$ cat config.mk
export PLATFORM = sky130hd
export DESIGN_NAME = mouse_transmitter
export DESIGN_NICKNAME = d
export VERILOG_FILES = /design/src/rtl/mouse_pkg.sv /design/src/rtl/ps2_sync_edge.sv /design/src/rtl/mouse_transmitter.sv
export SDC_FILE = /design/constraint.sdc
export NUM_CORES = 1
export LEC_CHECK = 0
export BUFFER_PORTS_ARGS = -buffer_cell sky130_fd_sc_hd__buf_2
export CAP_MARGIN = 20
export CORE_ASPECT_RATIO = 1.5
export CORE_UTILIZATION = 52
export DETAILED_ROUTE_END_ITERATION = 6
export HOLD_SLACK_MARGIN = 0.02
export PLACE_DENSITY_LB_ADDON = 0.05
export SETUP_SLACK_MARGIN = 0.1
export SYNTH_ARGS = -nofsm -noshare
export SYNTH_HDL_FRONTEND = slang
export SYNTH_SLANG_ARGS = --single-unit
$ cat constraint.sdc
create_clock -name CLK -period 4.6 [get_ports CLK]
set_input_delay 0.69 -clock CLK [delete_from_list [all_inputs] [get_ports CLK]]
set_output_delay 0.69 -clock CLK [all_outputs]
set_load 0.02 [all_outputs]
$ cat src/rtl/mouse_pkg.sv
// Shared definitions for the PS/2 mouse host-side transmitter.
//   INHIBIT_CYCLES_DEF / TIMEOUT_CYCLES_DEF : default timing (CLK cycles at 50 MHz)
//   tx_state_t : transmitter FSM encoding
//   tx_cmd_t   : latched command byte plus its odd parity bit
package mouse_pkg;

  localparam int unsigned INHIBIT_CYCLES_DEF = 5000;    // 100 us
  localparam int unsigned TIMEOUT_CYCLES_DEF = 750000;  // 15 ms
  localparam int unsigned FRAME_W            = 16;

  typedef enum logic [2:0] {
    IDLE         = 3'd0,
    INHIBIT      = 3'd1,
    REQ_START    = 3'd2,
    SEND_BITS    = 3'd3,
    WAIT_ACK     = 3'd4,
    WAIT_RELEASE = 3'd5
  } tx_state_t;

  typedef struct packed {
    logic       parity;
    logic [7:0] data;
  } tx_cmd_t;

  // Odd parity: bit is 1 when the byte holds an even number of ones.
  function automatic logic odd_parity(input logic [7:0] b);
    return ~^b;
  endfunction

  // Line level per falling-edge index: 0 start, 1-8 data LSB first,
  // 9 parity, 10 and above released (stop / idle).
  function automatic logic [FRAME_W-1:0] build_frame(input tx_cmd_t c);
    return {5'b11111, 1'b1, c.parity, c.data, 1'b0};
  endfunction

endpackage

$ cat src/rtl/ps2_sync_edge.sv
// Two-flop synchronizer for one raw PS/2 line plus falling-edge detector.
//   CLK, RESET : system clock, async active-high reset (flops reset to idle 1)
//   line_in    : raw line level
//   line_sync  : synchronized level
//   fall_c     : one-cycle strobe when the synchronized level goes 1 -> 0
module ps2_sync_edge (
  input  logic CLK,
  input  logic RESET,
  input  logic line_in,
  output logic line_sync,
  output logic fall_c
);

  logic meta;
  logic sync;
  logic prev;

  // Synchronizer chain plus one history flop for edge detection.
  always_ff @(posedge CLK or posedge RESET) begin
    if (RESET) begin
      meta <= 1'b1;
      sync <= 1'b1;
      prev <= 1'b1;
    end else begin
      meta <= line_in;
      sync <= meta;
      prev <= sync;
    end
  end

  assign line_sync = sync;
  assign fall_c    = prev & ~sync;

endmodule

$ cat src/rtl/mouse_transmitter.sv
// PS/2 host-to-device byte transmitter (command path to a mouse).
//   CLK, RESET          : system clock, async active-high reset
//   CLK_MOUSE_IN        : raw PS/2 clock level
//   DATA_MOUSE_IN       : raw PS/2 data level
//   CLK_MOUSE_OUT_EN    : 1 pulls PS/2 clock low
//   DATA_MOUSE_OUT_EN   : 1 pulls PS/2 data low
//   SEND_BYTE           : request strobe, honoured only when idle
//   BYTE_TO_SEND        : command byte
//   BUSY                : transaction in progress
//   BYTE_SENT / ERROR   : one-cycle completion / failure pulses
module mouse_transmitter
  import mouse_pkg::*;
#(
  parameter int unsigned INHIBIT_CYCLES = INHIBIT_CYCLES_DEF,
  parameter int unsigned TIMEOUT_CYCLES = TIMEOUT_CYCLES_DEF
) (
  input  logic       CLK,
  input  logic       RESET,
  input  logic       CLK_MOUSE_IN,
  input  logic       DATA_MOUSE_IN,
  output logic       CLK_MOUSE_OUT_EN,
  output logic       DATA_MOUSE_OUT_EN,
  input  logic       SEND_BYTE,
  input  logic [7:0] BYTE_TO_SEND,
  output logic       BUSY,
  output logic       BYTE_SENT,
  output logic       ERROR
);

  localparam int unsigned INH_W = (INHIBIT_CYCLES > 1) ? $clog2(INHIBIT_CYCLES) : 1;
  localparam int unsigned TO_W  = (TIMEOUT_CYCLES > 1) ? $clog2(TIMEOUT_CYCLES) : 1;

  tx_state_t          state, state_d;
  logic [INH_W-1:0]   inh_cnt, inh_cnt_d;
  logic [3:0]         bit_cnt, bit_cnt_d;
  logic [TO_W-1:0]    to_cnt, to_cnt_d;
  tx_cmd_t            cmd, cmd_d;
  logic               sent_c, fail_c;

  logic               clk_en_d, data_en_d, busy_d, sent_d, err_d;
  logic [FRAME_W-1:0] frame;

  logic clk_lvl, clk_fall_c;
  logic data_lvl, data_fall_unused;

  ps2_sync_edge u_clk_sync (
    .CLK       (CLK),
    .RESET     (RESET),
    .line_in   (CLK_MOUSE_IN),
    .line_sync (clk_lvl),
    .fall_c    (clk_fall_c)
  );

  ps2_sync_edge u_data_sync (
    .CLK       (CLK),
    .RESET     (RESET),
    .line_in   (DATA_MOUSE_IN),
    .line_sync (data_lvl),
    .fall_c    (data_fall_unused)
  );

  // State, counters, latched command and registered outputs.
  always_ff @(posedge CLK or posedge RESET) begin
    if (RESET) begin
      state             <= IDLE;
      inh_cnt           <= '0;
      bit_cnt           <= '0;
      to_cnt            <= '0;
      cmd               <= '0;
      CLK_MOUSE_OUT_EN  <= 1'b0;
      DATA_MOUSE_OUT_EN <= 1'b0;
      BUSY              <= 1'b0;
      BYTE_SENT         <= 1'b0;
      ERROR             <= 1'b0;
    end else begin
      state             <= state_d;
      inh_cnt           <= inh_cnt_d;
      bit_cnt           <= bit_cnt_d;
      to_cnt            <= to_cnt_d;
      cmd               <= cmd_d;
      CLK_MOUSE_OUT_EN  <= clk_en_d;
      DATA_MOUSE_OUT_EN <= data_en_d;
      BUSY              <= busy_d;
      BYTE_SENT         <= sent_d;
      ERROR             <= err_d;
    end
  end

  // Next-state and counter logic.
  always_comb begin
    state_d   = state;
    inh_cnt_d = inh_cnt;
    bit_cnt_d = bit_cnt;
    to_cnt_d  = to_cnt;
    cmd_d     = cmd;
    sent_c    = 1'b0;
    fail_c    = 1'b0;

    case (state)
      IDLE: begin
        inh_cnt_d = '0;
        bit_cnt_d = '0;
        to_cnt_d  = '0;
        if (SEND_BYTE) begin
          cmd_d.data   = BYTE_TO_SEND;
          cmd_d.parity = odd_parity(BYTE_TO_SEND);
          state_d      = INHIBIT;
        end
      end
      INHIBIT: begin
        if (inh_cnt == INH_W'(INHIBIT_CYCLES - 1)) begin
          inh_cnt_d = '0;
          state_d   = REQ_START;
        end else begin
          inh_cnt_d = inh_cnt + INH_W'(1);
        end
      end
      REQ_START: begin
        if (clk_fall_c) begin
          bit_cnt_d = 4'd1;
          state_d   = SEND_BITS;
        end
      end
      SEND_BITS: begin
        if (clk_fall_c) begin
          bit_cnt_d = bit_cnt + 4'd1;
          if (bit_cnt == 4'd9) begin
            state_d = WAIT_ACK;
          end
        end
      end
      WAIT_ACK: begin
        if (clk_fall_c) begin
          if (!data_lvl) begin
            state_d = WAIT_RELEASE;
          end else begin
            state_d = IDLE;
            fail_c  = 1'b1;
          end
        end
      end
      WAIT_RELEASE: begin
        if (clk_lvl && data_lvl) begin
          state_d = IDLE;
          sent_c  = 1'b1;
        end
      end
      default: state_d = IDLE;
    endcase

    // Transaction watchdog overrides any progress made in the same cycle.
    if (state inside {REQ_START, SEND_BITS, WAIT_ACK, WAIT_RELEASE}) begin
      if (to_cnt == TO_W'(TIMEOUT_CYCLES - 1)) begin
        state_d = IDLE;
        sent_c  = 1'b0;
        fail_c  = 1'b1;
      end else begin
        to_cnt_d = to_cnt + TO_W'(1);
      end
    end
  end

  // Output values for the next cycle, derived from the next state so the
  // registered outputs line up with the state they belong to.
  always_comb begin
    frame     = build_frame(cmd);
    clk_en_d  = (state_d == INHIBIT);
    data_en_d = 1'b0;
    busy_d    = (state_d != IDLE);
    sent_d    = sent_c;
    err_d     = fail_c;

    case (state_d)
      INHIBIT:              data_en_d = (inh_cnt_d == INH_W'(INHIBIT_CYCLES - 1));
      REQ_START, SEND_BITS: data_en_d = ~frame[bit_cnt_d];
      default:              data_en_d = 1'b0;
    endcase
  end

endmodule

# After elaboration in Yosys (flattened, before gate mapping)
# Cells that the tools add are included.
[op_classes]
n_addsub = 3
order_cmp = 1
n_eq_ne = 12
mux = 31
bitwise_logic = 3
reduce_logical = 7
[op_table]
columns = ["operator", "count"]
rows = [
  ["2-to-1 mux 20 bit", 3],
  ["2-to-1 mux 3 bit", 10],
  ["equality test 13 bit (second input constant)", 2],
  ["one-hot mux 13 bit (2 select lines)", 1],
  ["adder 20 x 1 -> 20 bit (second input constant)", 1],
  ["equality test 20 bit (second input constant)", 1],
  ["one-hot mux 3 bit (6 select lines)", 1],
  ["adder 13 x 1 -> 13 bit (second input constant)", 1],
  ["2-to-1 mux 13 bit", 1],
  ["equality test 3 x 2 -> 1 bit (second input constant)", 4],
  ["one-hot mux 4 bit (3 select lines)", 1],
  ["2-to-1 mux 1 bit", 10],
  ["2-to-1 mux 4 bit", 2],
  ["XNOR reduction 8 bit", 1],
  ["equality test 3 x 1 -> 1 bit (second input constant)", 2],
  ["equality test 3 bit (second input constant)", 2],
  ["less-than comparator 4 x 5 -> 1 bit (second input constant)", 1],
  ["adder 4 x 1 -> 4 bit (second input constant)", 1],
  ["binary-select mux 1 bit (select 4 bit)", 1],
  ["equality test 4 bit (second input constant)", 1],
  ["nonzero test 4 bit", 1],
  ["zero test 3 bit", 1],
  ["nonzero test 3 bit", 1],
  ["inverter 1 bit", 2],
  ["5 further kinds", 5],
]
[totals]
ff_bits = 59
input_bits = 13
out_inout_bits = 5
elab_cells = 73

# Longest topological paths before layout
# Gate-level depths: netlist of run 1.
[depth]
ltp_word = 9
depth_mapped = 10
ltp_nobuf = 9

# Modules after synthesis
# Synthesis of run 1 repeated with hierarchy kept, for this count alone.
[hier_totals]
hier_cells = 326
hier_area_um2 = 3173.0
[modules_own_cells]
columns = ["module", "instances", "cells_per_inst", "area_each_um2", "seq_area_each_um2"]
rows = [
  ["mouse_transmitter", 1, 316, 2980.4, 1351.3],
  ["ps2_sync_edge", 2, 5, 96.3, 78.8],
]

# Least setup slack after synthesis of run 1
# Ideal clock, no wire load.
[synth_timing]
path_kind = "flip-flop to flip-flop"
startpoint = "reg inh_cnt[5]"
endpoint = "reg DATA_MOUSE_OUT_EN"
setup_time_ns = 0.092
arrival_time_ns = 2.411
required_time_ns = 4.508
path_slack_ns = 2.097
path_stages_with_launch = 8
n_path_buf = 1
synth_period_minus_slack_ns = 2.503
cell_sequence = "dfrtp_1 > buf_6 > or4_1 > or4_4 > nand3_4 > o31ai_1 > or4_1 > o31ai_2"
[synth_between]
elab_cells_between_ends = 14
classes_between = "add/sub: 1; eq/ne: 5; mux: 7; reduce/logical: 1"
[synth_lines]
columns = ["element", "line", "rtl"]
rows = [
  ["from (decl)", "mouse_transmitter.sv:34", "logic [INH_W-1:0] inh_cnt, inh_cnt_d;"],
  ["from (signal assigned)", "mouse_transmitter.sv:77", "inh_cnt <= inh_cnt_d;"],
  ["equality test 13 bit", "mouse_transmitter.sv:111", "if (inh_cnt == INH_W'(INHIBIT_CYCLES - 1)) begin"],
  ["2-to-1 mux 13 bit", "mouse_transmitter.sv:111", ""],
  ["one-hot mux 13 bit (2 select lines)", "mouse_transmitter.sv:99", "case (state)"],
  ["net inh_cnt_d[4]", "mouse_transmitter.sv:34", ""],
  ["equality test 13 bit", "mouse_transmitter.sv:174", "INHIBIT: data_en_d = (inh_cnt_d == INH_W'(INHIBIT_CYCLES - 1));"],
  ["one-hot mux 1 bit (2 select lines)", "mouse_transmitter.sv:173", "case (state_d)"],
  ["net data_en_d", "mouse_transmitter.sv:40", "logic clk_en_d, data_en_d, busy_d, sent_d, err_d;"],
  ["to (signal assigned)", "mouse_transmitter.sv:82", "DATA_MOUSE_OUT_EN <= data_en_d;"],
  ["to (decl)", "mouse_transmitter.sv:22", "output logic DATA_MOUSE_OUT_EN,"],
]
# The timed path passes the listed nets, and every way through them passes these cells.
# A chain may end at the register's enable or synchronous reset.

# Worst setup path in the final report of run 1
# Ends and elaborated chain as after synthesis.

==> results.txt, run 1 <==
Mapped Avg Cell Area = 9.787 µm²
Layout area overhead = 10.96%
Count of different cell masters after synthesis = 53
CP Cell Sequence = or4_1, or4_4, nand3_4, o31ai_1, or4_1, o31ai_2
CORE AREA = 5533 µm²
Max-cap violations = 0
Final ANT Viol Nets = 0
Slowest stage cell, crit path = or4_1
Clk_lat worst skew = 0.33 ns
Leakage = 1.441 nW
RSZ-0062 raised after global routing = false
Pwr/cell area = 304.0 nW/µm²
Nets@finish = 346
Max Slew Vio Count = 0
PostCTS Resize Cnt = 0
IO buf count = 17
Final setup violation count = 0
1st-iter DRT viols = 229
Internal = 0.0007978 W
Combinational share of power = 3.0%
CP peak stage delay = 0.54 ns
Largest net degree at the start of global routing = 60
Via density per instance = 5.821
Max Clock Freq = 382.7 MHz
Post-CTS Setup Bufs = 0
Post-synth EDFFs = 0
Post-Syn Area = 3024 µm²
Max H-tree Level = 3
Via count = 2,346
CTS buffer count = 9
Synth area leader = dfrtp_1
N_diodes = 0
Cell seen most often among critical-path stages = or4_1
Synth top area cells = dfrtp_1 45%, nand3_1 5.1%, o21ai_0 4.5%, dfstp_2 4.3%, nand2_1 4.2%
Die area = 6131 µm²
Headroom to the max-slew limit = 28.50%
Reg area = 1483 µm²
Hold Vio Cnt, Final = 0
Maximum VDD drop = 0.2084 mV
Antenna violations before repair = 0
Psw = 0.0002224 W
TNS Setup = 0 ns
First-pass GRT wire length = 10.65 mm
Die H = 95.40 µm
Drt drc = 0
CP Data Required Time = 4.84 ns
Seq cells post-synth = 59
Worst-path fanout max = 8
Root Driver = clkbuf_8
Syn_nets = 327
FP Rows = 33
FFs w/ async S/R, synth = 100.0%
Vias in the first global route = 2,247
Hold Path Class = reg2reg
Min Tclk post-route = 2.613 ns
Clock sink count = 59
Multi-input gate area = 1461 µm²
DR WL/cell = 15.33 µm
Clock skew = 0.006894 ns
Post-detail-place hpwl = 4.386 mm
Fillers = 506
Worst Setup End Kind = register
Placed Cells = 387
Worst slew pin tran = 1.063 ns
Clock tree buffer depth = 2
Share of cells above drive strength 1 = 17.12%
Gr ovfl total = 0
Total track usage = 22.87%
DR pass1 iterations = 4
Hold buffers post-CTS = 0
Sequential area share after synthesis = 49.03%
Post-Syn Instances = 309
CP arrival = 2.85 ns
Die width = 64.27 µm
Seq pwr share = 51.4%
Worst-path clk slew = 0.07 ns
Non-filler cells, final = 403
Final wirelength = 6.176 mm
Status = finished, final reports clean
Crit path kind = reg2reg
Startpoint class of the critical path = register
CTS tree = built
Most frequent cells in the layout = 54 x dfrtp_1, 34 x nand2_1, 31 x nand3_1
Share of the synthesized area in the top cell type = 44.68%
Initial core utilization = 54.66%
Commonest non-fill, non-tap cell in the layout = dfrtp_1
Synth Warn # = 0
Period utilization = 56.80%
Dominant synthesized flop cell = dfrtp_1
Clock power frac = 45.6%
Num ports = 18
Routability congestion estimate = 0.7925
Sw frac = 21.80%
-- synth_stat cells, types with 3 or more instances --
cell type  instances
mux2_2            10
xnor2_1           14
inv_1              8
or3_1              3
nor3_1             7
o211ai_1           3
and2_1             4
clkbuf_1           9
dfstp_2            5
ha_1               5
dfrtp_1           54
or4_1              3
nand2_1           34
nand2b_1           5
o31ai_1            7
o21ai_0           27
nand4_1            5
nor2b_1            3
nor2_1            17
nor4_1             4
a21oi_1            6
nand3_1           31
xor2_1             5
o22ai_1            3
-- path summary, 6_finish.rpt --
path	startpoint	end	slack, ns	depth (start not counted)
hold / removal	u_clk_sync.meta	u_clk_sync.line_sync	0.35	0
max in group asynchronous	RESET	inh_cnt[4]	3.55	3
min in group asynchronous	RESET	inh_cnt[10]	0.56	3
setup / recovery	inh_cnt[5]	DATA_MOUSE_OUT_EN	1.99	6
setup reg to reg	inh_cnt[5]	DATA_MOUSE_OUT_EN	1.99	6
hold reg to reg	u_clk_sync.meta	u_clk_sync.line_sync	0.35	0
-- worst max-delay path: cells and delay by family, from the launching register on --
kind             cells  cell delay (ns)
flip-flops           1             0.46
AND/OR/NAND/NOR      4             1.73
AO/OA/AOI/OAI        2             0.34
-- flip-flops by register name, summed over array words and instances (netlist names), 3 cells and up --
| register | count |
|---|---|
| to_cnt | 20 |
| cmd | 9 |
| state | 3 |
| bit_cnt | 4 |
| inh_cnt | 13 |
-- metrics by stage --
step / worst slack [ns] / hold slack (ns) / util (%) / power, W / instance area [µm²]
finish: 1.987 / 0.3548 / 60.65 / 0.001020 / 3356
global route: 1.800 / 0.3624 / 60.65 / 0.001053 / 3356
CTS: 1.984 / 0.3576 / 60.65 / 0.001031 / 3356
detailed placement: 2.005 / 0.3478 / 57.15 / 0.0005660 / 3162
global placement: 2.044 / 0.3481 / 57.15 / 0.0005656 / 3162
floorplan: 2.097 / 0.3452 / - / 0.0005542 / 3024
-- kinds of logic (layout without fill, tap and decap cells) --
logic type / Yosys count / after routing / synth area share (%)
xor+xnor: 19 / 19 / 5.503
mux: 12 / 12 / 4.386
buf+inv: 19 / 43 / 2.648
fa+ha+maj: 5 / 5 / 2.069
simple gates: 134 / 134 / 23.71
flops: 59 / 59 / 49.03
compound gates: 61 / 61 / 12.66
-- area by class of cell --
type / instances / share of cell area (%)
Inverter: 8 / 0.8949
Clock inverter: 5 / 1.566
Multi-Input combinational cell: 231 / 43.55
Sequential cell: 59 / 44.18
Clock buffer: 11 / 4.213
Tap cell: 70 / 2.610
Timing Repair Buffer: 19 / 2.983
-- power by group through the flow --
stage	sequential [W]	combinational, W	clock (W)
floorplan	0.000533	0.0000209	0
global placement	0.000534	0.0000317	0
detailed placement	0.000534	0.0000322	0
CTS	0.000524	0.0000322	0.000474
global route	0.000524	0.0000358	0.000493
finish	0.000524	0.0000310	0.000465
-- metal layers --
| layer | track usage, % | wire [µm] |
|---|---|---|
| met2 | 36.32 | 3057 |
| met1 | 29.78 | 2862 |
| met4 | 10.74 | 110 |
| met3 | 4.785 | 145 |
| met5 | 0 | 0 |
(Power assumes the default switching activity.)
==> inputs of run 2 (changes only) <==
==> constraint.sdc (replaced) <==
create_clock -name CLK -period 2.4 [get_ports CLK]
set_input_delay 0.36 -clock CLK [delete_from_list [all_inputs] [get_ports CLK]]
set_output_delay 0.36 -clock CLK [all_outputs]
set_load 0.02 [all_outputs]
==> results.txt, run 2 (synthesis results as in run 1) <==
Routability congestion estimate = 0.9057 (+14%)
Antenna violations before repair = 0 (unchanged)
DR pass1 iterations = 5 (+1)
Worst Reg-to-Reg Cells = 9 (+3)
Nets@finish = 371 (+7.2%)
Initial core utilization = 54.66% (unchanged)
Clock power frac = 47.2% (+1.6 points)
Die H = 95.40 µm (unchanged)
Via count = 2,473 (+5.4%)
Worst slew pin tran = 0.7356 ns (-0.3271 ns)
Period utilization = 98.27% (+41 points)
Largest regs = to_cnt: 20 flops, inh_cnt: 13 flops, cmd: 9 flops
Sw frac = 20.68% (-1.1 points)
Clock sink count = 59 (unchanged)
Final wirelength = 6.625 mm (+7.3%)
CP arrival = 2.60 ns (-0.25 ns)
Hold buffers post-CTS = 0 (unchanged)
Final ANT Viol Nets = 0 (unchanged)
Crit path launch = u_clk_sync.prev
Commonest non-fill, non-tap cell in the layout = dfrtp_1
CP Data Required Time = 2.64 ns (-2.20 ns)
Via density per instance = 5.778 (-0.74%)
Layout area overhead = 19.74%
Worst-path clk slew = 0.07 ns (about the same)
Largest net degree at the start of global routing = 31 (-48%)
Startpoint class of the critical path = register
Max Clock Freq = 424.0 MHz (+11%)
FP Rows = 33 (unchanged)
Seq pwr share = 49.7% (-1.7 points)
TNS Setup = 0 ns (unchanged)
Share of cells above drive strength 1 = 26.82% (+9.7 points)
Reg2reg setup slack = 0.04 ns (-1.95 ns)
First-pass GRT wire length = 10.77 mm (+1.1%)
Maximum VDD drop = 0.5112 mV (+150%)
Non-filler cells, final = 428 (+6.2%)
DR WL/cell = 15.48 µm (+1.0%)
IO buf count = 17 (unchanged)
Clk_lat worst skew = 0.34 ns (about the same)
Most frequent cells in the layout = 54 x dfrtp_1, 32 x nand2_1, 31 x nand3_1
Hold Path Class = in2async
Headroom to the max-slew limit = 50.44% (+22 points)
Die width = 64.27 µm (unchanged)
Clock skew = 0.007391 ns (+0.0004969 ns)
Die area = 6131 µm² (unchanged)
Top reg by flops = to_cnt
Internal = 0.001606 W (+100%)
Max H-tree Level = 3 (unchanged)
Pwr Total = 0.002025 W (+98%)
Clock tree buffer depth = 2 (unchanged)
CTS tree = built
Post-detail-place hpwl = 4.856 mm (+11%)
Worst Setup End Kind = register
Max-cap violations = 0 (unchanged)
Psw = 0.0004187 W (+88%)
Placed Cells = 411 (+6.2%)
RSZ-0062 raised after global routing = true
Num ports = 18 (unchanged)
Hold_ws = 0.08708 ns (-0.2677 ns)
Area after DPL = 3342 µm² (+5.7%)
Status = finished, final reports clean
Leakage = 1.582 nW (+9.8%)
Root Driver = clkbuf_8
CORE AREA = 5533 µm² (unchanged)
Max reg flops = 20 (unchanged)
Vias in the first global route = 2,283 (+1.6%)
Min Tclk post-route = 2.358 ns (-0.2544 ns)
Hold Vio Cnt, Final = 0 (unchanged)
Max Slew Vio Count = 0 (unchanged)
Drt drc = 0 (unchanged)
Total track usage = 23.52% (+0.66 points)
Combinational share of power = 3.2% (+0.2 points)
Reg2reg start = u_clk_sync.prev
Crit path kind = reg2reg
CTS buffer count = 9 (unchanged)
Final setup violation count = 0 (unchanged)
Pwr/cell area = 559.2 nW/µm² (+84%)
1st-iter DRT viols = 156 (-32%)
N_diodes = 0 (unchanged)
Reg-to-reg endpoint = DATA_MOUSE_OUT_EN
Worst-path fanout max = 5 (-3)
Design Area, Final = 3621 µm² (+7.9%)
Gr ovfl total = 0 (unchanged)
run 2: critical path: stages, from the launching register on:
cell and delay (ns):
dfstp_2 0.55, nand2b_2 0.10, ha_1 0.19, or2_2 0.28, a21o_1 0.23, nand2_2 0.12
mux2_2 0.37, nor4_2 0.20, o31ai_2 0.14, o31ai_2 0.08
run 2: power groups by stage:
stage	combinational (W)	clock, W	sequential (W)
global route	0.0000733	0.00102	0.00101
finish	0.0000640	0.000955	0.00101
detailed placement	0.0000658	0	0.00102
floorplan	0.0000400	0	0.00102
global placement	0.0000650	0	0.00102
CTS	0.0000662	0.000967	0.00101
run 2: area by class of cell:
type	count	area (µm²)
fillers	470	1912
multi-input cells	231	1525
flip-flops and latches	59	1483
repair buffers	44	287.8
clock buffers	10	127.6
well taps	70	87.58
clock inverters	6	80.08
inverters	8	30.03
run 2: timing repair:
action	CTS	global route
resized for setup	3	12
setup buffers	1	0
setup endpoints to repair	4	6
pin swaps	2	1
run 2: layer usage:
layer	up-vias	part of all wire [%]	track usage (%)
li1	1209	-	-
met1	1212	43	28.53
met3	8	3.4	6.459
met2	44	52	39.47
met4	0	1.3	9.259
met5	-	0	0
run 2: metrics by stage:
step	utilization (%)	setup WS (ns)
after CTS	64.50	0.06846
after detailed placement	60.40	0.02648
after global routing	65.45	-0.02994
after floorplan	-	0.1234
final	65.45	0.04155
after global placement	60.40	0.05086
run 2: how the worst max path moves through the flow:
| stage | end |
|---|---|
| floorplan | DATA_MOUSE_OUT_EN |
| global placement | DATA_MOUSE_OUT_EN |
| detailed placement | DATA_MOUSE_OUT_EN |
| CTS | DATA_MOUSE_OUT_EN |
| global route | DATA_MOUSE_OUT_EN |
| finish | DATA_MOUSE_OUT_EN |
